File: config.mk
export PLATFORM = sky130hd
export DESIGN_NAME = instruction_fetch
export DESIGN_NICKNAME = d
export VERILOG_FILES = /design/src/rtl/pipeline_pkg.sv /design/src/rtl/instruction_fetch_if_id_reg.sv /design/src/rtl/instruction_fetch.sv
export SDC_FILE = /design/constraint.sdc
export NUM_CORES = 1
export LEC_CHECK = 0
export ABC_AREA = 1
export BUFFER_PORTS_ARGS = -buffer_cell sky130_fd_sc_hd__buf_2
export CAP_MARGIN = 20
export CORE_MARGIN = 1
export CORE_UTILIZATION = 31
export CTS_CLUSTER_DIAMETER = 40
export DETAILED_ROUTE_END_ITERATION = 16
export PLACE_DENSITY_LB_ADDON = 0.3
export SYNTH_ARGS = -nofsm -noshare
export SYNTH_HDL_FRONTEND = slang
export SYNTH_SLANG_ARGS = --single-unit
File: constraint.sdc
create_clock -name clk -period 2.1 [get_ports clk]
set_input_delay 0.42 -clock clk [delete_from_list [all_inputs] [get_ports clk]]
set_output_delay 0.42 -clock clk [all_outputs]
set_load 0.005 [all_outputs]
File: src/rtl/pipeline_pkg.sv
// Shared pipeline definitions: IF/ID bundle, IF FSM encoding, reset defaults.
// Imported by instruction_fetch, instruction_decode and the hazard unit.
package pipeline_pkg;
   localparam logic [31:0] IF_RESET_PC = 32'h0000_0000;
   localparam logic [31:0] IF_NOP_WORD = 32'h0000_0000;
   localparam int          INSTR_W     = 32;
   localparam int          PC_W        = 32;
   localparam int          IF_ID_W     = INSTR_W + PC_W + 1;

   typedef enum logic [1:0] {
      BOOT  = 2'd0,
      FETCH = 2'd1,
      HOLD  = 2'd2
   } if_state_e;

   typedef struct packed {
      logic [INSTR_W-1:0] instruc;
      logic [PC_W-1:0]    pc_plus4;
      logic               valid;
   } if_id_t;
endpackage

File: src/rtl/instruction_fetch_if_id_reg.sv
// IF/ID pipeline register: load, hold or flush to a bubble.
// Flush wins over load; reset leaves a bubble.
module if_id_reg
   import pipeline_pkg::*;
#(
   parameter logic [31:0] NOP_WORD = IF_NOP_WORD
) (
   input  logic               clk,
   input  logic               rst_n,
   input  logic               load,
   input  logic               flush,
   input  logic [IF_ID_W-1:0] d,
   output logic [IF_ID_W-1:0] q
);
   logic [IF_ID_W-1:0] bubble;
   logic [IF_ID_W-1:0] q_d;
   logic [IF_ID_W-1:0] q_q;

   assign bubble = {NOP_WORD, 32'd0, 1'b0};

   always_comb begin
      q_d = q_q;
      if (flush) begin
         q_d = bubble;
      end else if (load) begin
         q_d = d;
      end
   end

   always_ff @(posedge clk or negedge rst_n) begin
      if (!rst_n) begin
         q_q <= bubble;
      end else begin
         q_q <= q_d;
      end
   end

   assign q = q_q;
endmodule

File: src/rtl/instruction_fetch.sv
// IF stage: owns the PC, fetches over req/ack and fills IF/ID.
// A word acked during a stall is parked in the skid buffer until ID frees up.
module instruction_fetch
   import pipeline_pkg::*;
#(
   parameter logic [31:0] RESET_PC = IF_RESET_PC,
   parameter logic [31:0] NOP_WORD = IF_NOP_WORD
) (
   input  logic        clk,
   input  logic        rst_n,
   input  logic        stall,
   input  logic        redirect,
   input  logic [31:0] redirect_pc,
   output logic        imem_req,
   output logic [31:0] imem_addr,
   input  logic        imem_ack,
   input  logic [31:0] imem_rdata,
   output logic [31:0] instruc,
   output logic [31:0] pc_plus4,
   output logic        if_valid
);
   if_state_e   state_q, state_d;
   logic [31:0] pc_q, pc_d;
   logic [31:0] skid_q, skid_d;
   logic [31:0] pc_inc;
   logic        ld, fl;
   if_id_t      ifid_d, ifid_q;
   logic [IF_ID_W-1:0] ifid_vec;

   assign pc_inc = pc_q + 32'd4;

   always_comb begin
      state_d = state_q;
      pc_d    = pc_q;
      skid_d  = skid_q;
      ld      = 1'b0;
      fl      = 1'b0;
      ifid_d  = ifid_q;
      if (redirect) begin
         // Redirect beats stall and throws away any same-cycle ack
         pc_d    = redirect_pc & ~32'd3;
         skid_d  = 32'd0;
         fl      = 1'b1;
         state_d = FETCH;
      end else begin
         unique case (state_q)
            BOOT: state_d = FETCH;
            FETCH: begin
               if (imem_ack && !stall) begin
                  ifid_d = '{imem_rdata, pc_inc, 1'b1};
                  ld     = 1'b1;
                  pc_d   = pc_inc;
               end else if (imem_ack) begin
                  skid_d  = imem_rdata;
                  state_d = HOLD;
               end else if (!stall) begin
                  ifid_d = '{NOP_WORD, ifid_q.pc_plus4, 1'b0};
                  ld     = 1'b1;
               end
            end
            HOLD: begin
               if (!stall) begin
                  ifid_d  = '{skid_q, pc_inc, 1'b1};
                  ld      = 1'b1;
                  pc_d    = pc_inc;
                  state_d = FETCH;
               end
            end
            default: state_d = BOOT;
         endcase
      end
   end

   always_ff @(posedge clk or negedge rst_n) begin
      if (!rst_n) begin
         state_q <= BOOT;
         pc_q    <= RESET_PC;
         skid_q  <= 32'd0;
      end else begin
         state_q <= state_d;
         pc_q    <= pc_d;
         skid_q  <= skid_d;
      end
   end

   if_id_reg #(.NOP_WORD(NOP_WORD)) u_if_id (
      .clk   (clk),
      .rst_n (rst_n),
      .load  (ld),
      .flush (fl),
      .d     (ifid_d),
      .q     (ifid_vec)
   );

   assign ifid_q    = if_id_t'(ifid_vec);
   assign imem_req  = (state_q == FETCH);
   assign imem_addr = pc_q;
   assign instruc   = ifid_q.instruc;
   assign pc_plus4  = ifid_q.pc_plus4;
   assign if_valid  = ifid_q.valid;
endmodule

## After elaboration in Yosys (flattened, before gate mapping)

Index checks and enable logic that the tools add are counted.

- Register bits: 131
- Input port bits: 69
- Output and inout port bits: 98

- Add/sub/neg operators: 1
- Equality and inequality tests: 12
- Muxes and demuxes: 27
- Reduce and logical (&&, ||, !) cells: 13

Operators by type and width:

| operator | number |
|---|---|
| 2-to-1 mux 65 bit | 7 |
| 2-to-1 mux 32 bit | 7 |
| one-hot mux 65 bit (2 select lines) | 1 |
| one-hot mux 32 bit (2 select lines) | 1 |
| adder 32 x 3 -> 32 bit, second input constant | 1 |
| != test 3 bit, second input constant | 3 |
| AND reduction 3 bit | 3 |
| 2-to-1 mux 2 bit | 4 |
| != test 4 x 2 -> 1 bit, second input constant | 2 |
| != test 3 x 2 -> 1 bit, second input constant | 2 |
| one-hot mux 2 bit (3 select lines) | 1 |
| AND reduction 6 bit | 1 |
| nonzero test 2 bit | 3 |
| nonzero test 3 bit | 2 |
| 2-to-1 mux 1 bit | 5 |
| AND reduction 5 bit | 1 |
| != test 3 x 1 -> 1 bit, second input constant | 1 |
| equality test 2 x 1 -> 1 bit, second input constant | 1 |
| equality test 2 bit, second input constant | 1 |
| logical NOT 2 bit | 1 |
| != test 2 x 1 -> 1 bit, second input constant | 1 |
| != test 2 bit, second input constant | 1 |
| one-hot mux 1 bit (2 select lines) | 1 |
| logical AND 1 bit | 1 |
| logical NOT 1 bit | 1 |

## Depth between registers and ports, before layout

- Word-level depth: 7
- Gate-level depth with buffers: 11
- Gate-level depth less buffers: 11

## Cells and area by module

A second synthesis with hierarchy kept.

- Cell total of the unflattened synthesis: 1043
- Area total of the unflattened synthesis: 7578.5 sq um

Modules (own cells, without submodules):

| module | instances | cells an instance | area each (sq um) | seq. area each (sq um) |
|---|---|---|---|---|
| instruction_fetch | 1 | 760 | 4987.3 | 1601.5 |
| if_id_reg | 1 | 283 | 2591.2 | 1626.6 |

## Least setup slack after synthesis

No wires, ideal clock.

- Kind: register -> register
- Start: reg state_q[0]
- End: reg pc_q[11] (netlist: imem_addr[11])
- Library setup time: 116 ps
- Data arrival time: 1566 ps
- Path slack: 417 ps
- Cell stages (with the launch flop): 11
- Period minus slack after synthesis: 1683 ps
- Cells stage by stage: dfrtp_1 inv_1 ha_1 nor2_1 nand2_1 nand3_1 buf_2 buf_2 nor2_1 nand2_1 nand2_1

- Word-level cells in the longest chain between the ends: 3
- Elaborated cells on any way between the ends: 8

RTL lines:

| element | RTL line | text |
|---|---|---|
| start, declared | instruction_fetch.sv:22 | `if_state_e state_q, state_d;` |
| start signal, assigned | instruction_fetch.sv:80 | `state_q <= state_d;` |
| equality test 2 x 1 -> 1 bit / equality test 2 bit (equally long branches) | instruction_fetch.sv:46 | `unique case (state_q)` |
| != test 3 x 2 -> 1 bit (no line), or another cell as far along | n/a |  |
| AND reduction 3 bit (no line) / 2-to-1 mux 32 bit (equally long branches) | n/a |  |
| end signal, assigned | instruction_fetch.sv:81 | `pc_q <= pc_d;` |
| end, declared | instruction_fetch.sv:23 | `logic [31:0] pc_q, pc_d;` |

Parallel ways exist; a longest one is shown, timed or not.
A chain may end at the register's enable or synchronous reset.

## Final worst setup path

- Start: reg state_q[0]
- End: reg pc_q[15] (netlist: imem_addr[15])

The elaborated chain is that of the path after synthesis.

==> run metrics <==
status=complete, no violations; minimum clock period=1.92 ns; CP arrival=2.22 ns; area grow syn2layout=28.3%; min-delay worst type=primary input to register; dominant cell type by area after synthesis=dfrtp_1; filler instances=2128; WP data required=2.40 ns; Die Height=146 µm; CTS tree=built; Worst Max-Slew Pin Slew=0.719 ns; Async SR Flop Fraction=100%; DR iter-0 viols=259; Reg2Reg Setup Slack=0.18 ns; synthesized instance count=798; Pint=6.62 mW; VDD IR max=0.563 mV; DRT Pass-1 Iters=4; # DRC=0; Final Wtd Congestion=0.957; Root Driver=clkbuf_16; Max Fclk=0.520 GHz; Comb pwr share=35.6%; layout cell share with drive strength beyond 1=23.3%; type of origin of the critical path=register; Synth Cell Area=0.00644 mm²; endpoints failing setup=0; top-area cell type share of the netlist area=49.7%; Via Count=5813; Row Count=52; Post-CTS Setup Bufs=0; Worst slew margin=52.1%; switching share of power=38.8%; CORE AREA=0.0203 mm²; Crit. Startpoint=state_q[0]; worst skew pair latency=0.42 ns; ys flop type=dfrtp_1; Setup CP Type=register to register; Die ar.=0.0214 mm²; Post-layout nets=1035; largest net degree at the start of global routing=63; Seq/Total Area, Yosys=49.7%; Wirelength per Cell=15.0 µm; I/O Pins=167; maxcap violations=0; starting density of the core=31.7%; NetSw=4.20 mW; global-route wire length before repair=30000 µm; reg2reg end=imem_addr[15]; Synth Register Bits=128; Fin. Hold Viols=0; Static Leak=4.16 nW; part of the power in registers=36.6%; clk buf depth=2; initial antenna violation count=1; vias in the first global route=5661; gr usage total=17.9%; CP endpoint=imem_addr[15]; RR Startpoint=state_q[0]; input/output buffers=162; Final Max Slew Viols=0; total placed instance area=0.00761 mm²; H-tree lvl count=4; WL final=18600 µm; Finished Cell Area=0.00827 mm²; Vias/cell=4.67; Ys Warns=0; GRT Residual Overflow=0; DP HPWL=12700 µm; Die X=146 µm; cts bufs inserted=17; period utilisation layout=91.5%; crit end category=register; Fin Clk Skew=0.0108 ns; Sink Count=128; Sequential Area=0.00320 mm²; Syn Area/Cell=8.07 µm²; Multi-input gate area=0.00266 mm²; Reg clk slew, reported paths=0.06 ns; Worst R2R Path Depth=8; PwrDens=1310 mW/mm²; DRT antenna net count=0; largest cells by area after synthesis=dfrtp_1 (50%), nand2_1 (12%), inv_1 (5.9%); clock share of power=27.8%; RSZ-0062 raised after global routing=false; Distinct cells, synth=33; CP max FO=11; Post-synth EDFFs=0; setup TNS=0 ns
-- synth_stat cells (3+ instances only) --
cell      count
nor2_1       93
xor2_1        9
ha_1          6
o21a_1       32
nand3_1      43
a21oi_1       7
o21ai_1      20
buf_2        20
clkbuf_1     14
o221ai_1     32
nand2_1     204
buf_4         3
a22o_1        4
o22ai_1      19
inv_2         3
xnor2_1       4
inv_1       101
dfrtp_1     128
o21ai_0      35
-- kinds of logic after synthesis --
logic type	Yosys count	synth area share, %
AO/OA/AOI/OAI	155	16.1
AND/OR/NAND/NOR	350	22.0
flip-flops	128	49.7
adder cells (fa/ha/maj)	6	1.17
buffers and inverters	145	9.24
XOR/XNOR	13	1.77
other	1	0.0582
-- registers in the layout, indices dropped and copies added, names as in the netlist --
| register | flops |
|---|---|
| skid_q | 32 |
| u_if_id.q | 64 |
| imem_addr | 30 |
| state_q | 2 |
-- through the flow --
step,worst slack (ns),power [mW],hold WS (ns),instances,utilization [%]
5_1_grt,0.0280,11.7,0.240,1243,40.7
2_1_floorplan,0.417,6.15,0.124,799,-
3_5_place_dp,0.0255,7.79,0.355,1208,37.5
6_report,0.178,10.8,0.248,1244,40.7
3_3_place_gp,0.0538,7.72,0.361,1208,37.5
4_1_cts,0.00978,10.9,0.228,1241,40.5
-- layout make-up --
type | count | share of cell area [%]
Clock inverter | 14 | 1.91
Timing Repair inverter | 2 | 0.182
Multi-Input combinational cell | 526 | 32.2
Inverter | 104 | 4.80
Tap cell | 270 | 4.09
Sequential cell | 128 | 38.8
Antenna cell | 1 | 0.0303
Timing Repair Buffer | 181 | 12.7
Clock buffer | 18 | 5.31
-- metal layers --
metal	track usage, %	wire, µm	up-vias
met2	28.2	8640	182
met1	23.8	8490	2694
met5	0	0	-
met3	5.06	1180	24
li1	-	-	2913
met4	5.21	286	0
-- power groups by stage --
| stage | sequential (mW) | combinational (mW) | clock (mW) |
|---|---|---|---|
| 3_5_place_dp | 4.01 | 3.79 | 0 |
| 5_1_grt | 4.08 | 4.39 | 3.19 |
| 3_3_place_gp | 3.99 | 3.73 | 0 |
| 2_1_floorplan | 3.90 | 2.25 | 0 |
| 6_report | 3.96 | 3.85 | 3.00 |
| 4_1_cts | 3.97 | 3.80 | 3.08 |
-- worst min path at each step --
| stage | cells past startpoint | from | to |
|---|---|---|---|
| 3_5_place_dp | 1 | rst_n | u_if_id.q[13] |
| 6_report | 3 | imem_rdata[18] | skid_q[18] |
| 2_1_floorplan | 0 | rst_n | imem_addr[10] |
| 4_1_cts | 3 | imem_rdata[6] | skid_q[6] |
| 5_1_grt | 3 | imem_rdata[13] | skid_q[13] |
| 3_3_place_gp | 1 | rst_n | u_if_id.q[13] |
-- worst max-delay path: stages (launching register included) --
cell	delay, ns
dfrtp_1	0.40
inv_1	0.09
ha_1	0.27
nor2_1	0.25
nand2_1	0.14
nand3_4	0.18
clkinvlp_4	0.27
nor2_1	0.15
a21oi_1	0.05
-- placed cells by master, fill, tap and decap left out, types with 2 or more instances in the layout --
| master | count |
|---|---|
| clkinvlp_4 | 9 |
| inv_6 | 3 |
| bufinv_16 | 2 |
| o21ai_0 | 34 |
| nand4_1 | 2 |
| and2_1 | 2 |
| nor2_2 | 2 |
| o21ai_1 | 20 |
| buf_4 | 11 |
| nor2_1 | 93 |
| conb_1 | 2 |
| o211ai_1 | 2 |
| dfrtp_1 | 128 |
| nand2_1 | 204 |
| clkinv_4 | 3 |
| o22ai_1 | 19 |
| a22o_1 | 4 |
| clkbuf_16 | 17 |
| o21a_1 | 32 |
| xnor2_1 | 4 |
| a31oi_1 | 2 |
| inv_2 | 2 |
| a21oi_1 | 7 |
| nand3_1 | 42 |
| o221ai_1 | 32 |
| xor2_1 | 9 |
| inv_1 | 100 |
| ha_1 | 6 |
| buf_12 | 7 |
| buf_2 | 161 |
-- timing repair --
item	CTS	global route
gates resized for setup	0	10
endpoints found under the hold margin	33	0
endpoints found under the setup margin	0	45
hold buffers	1	0
Note: power is estimated with default switching activity, not from simulation.
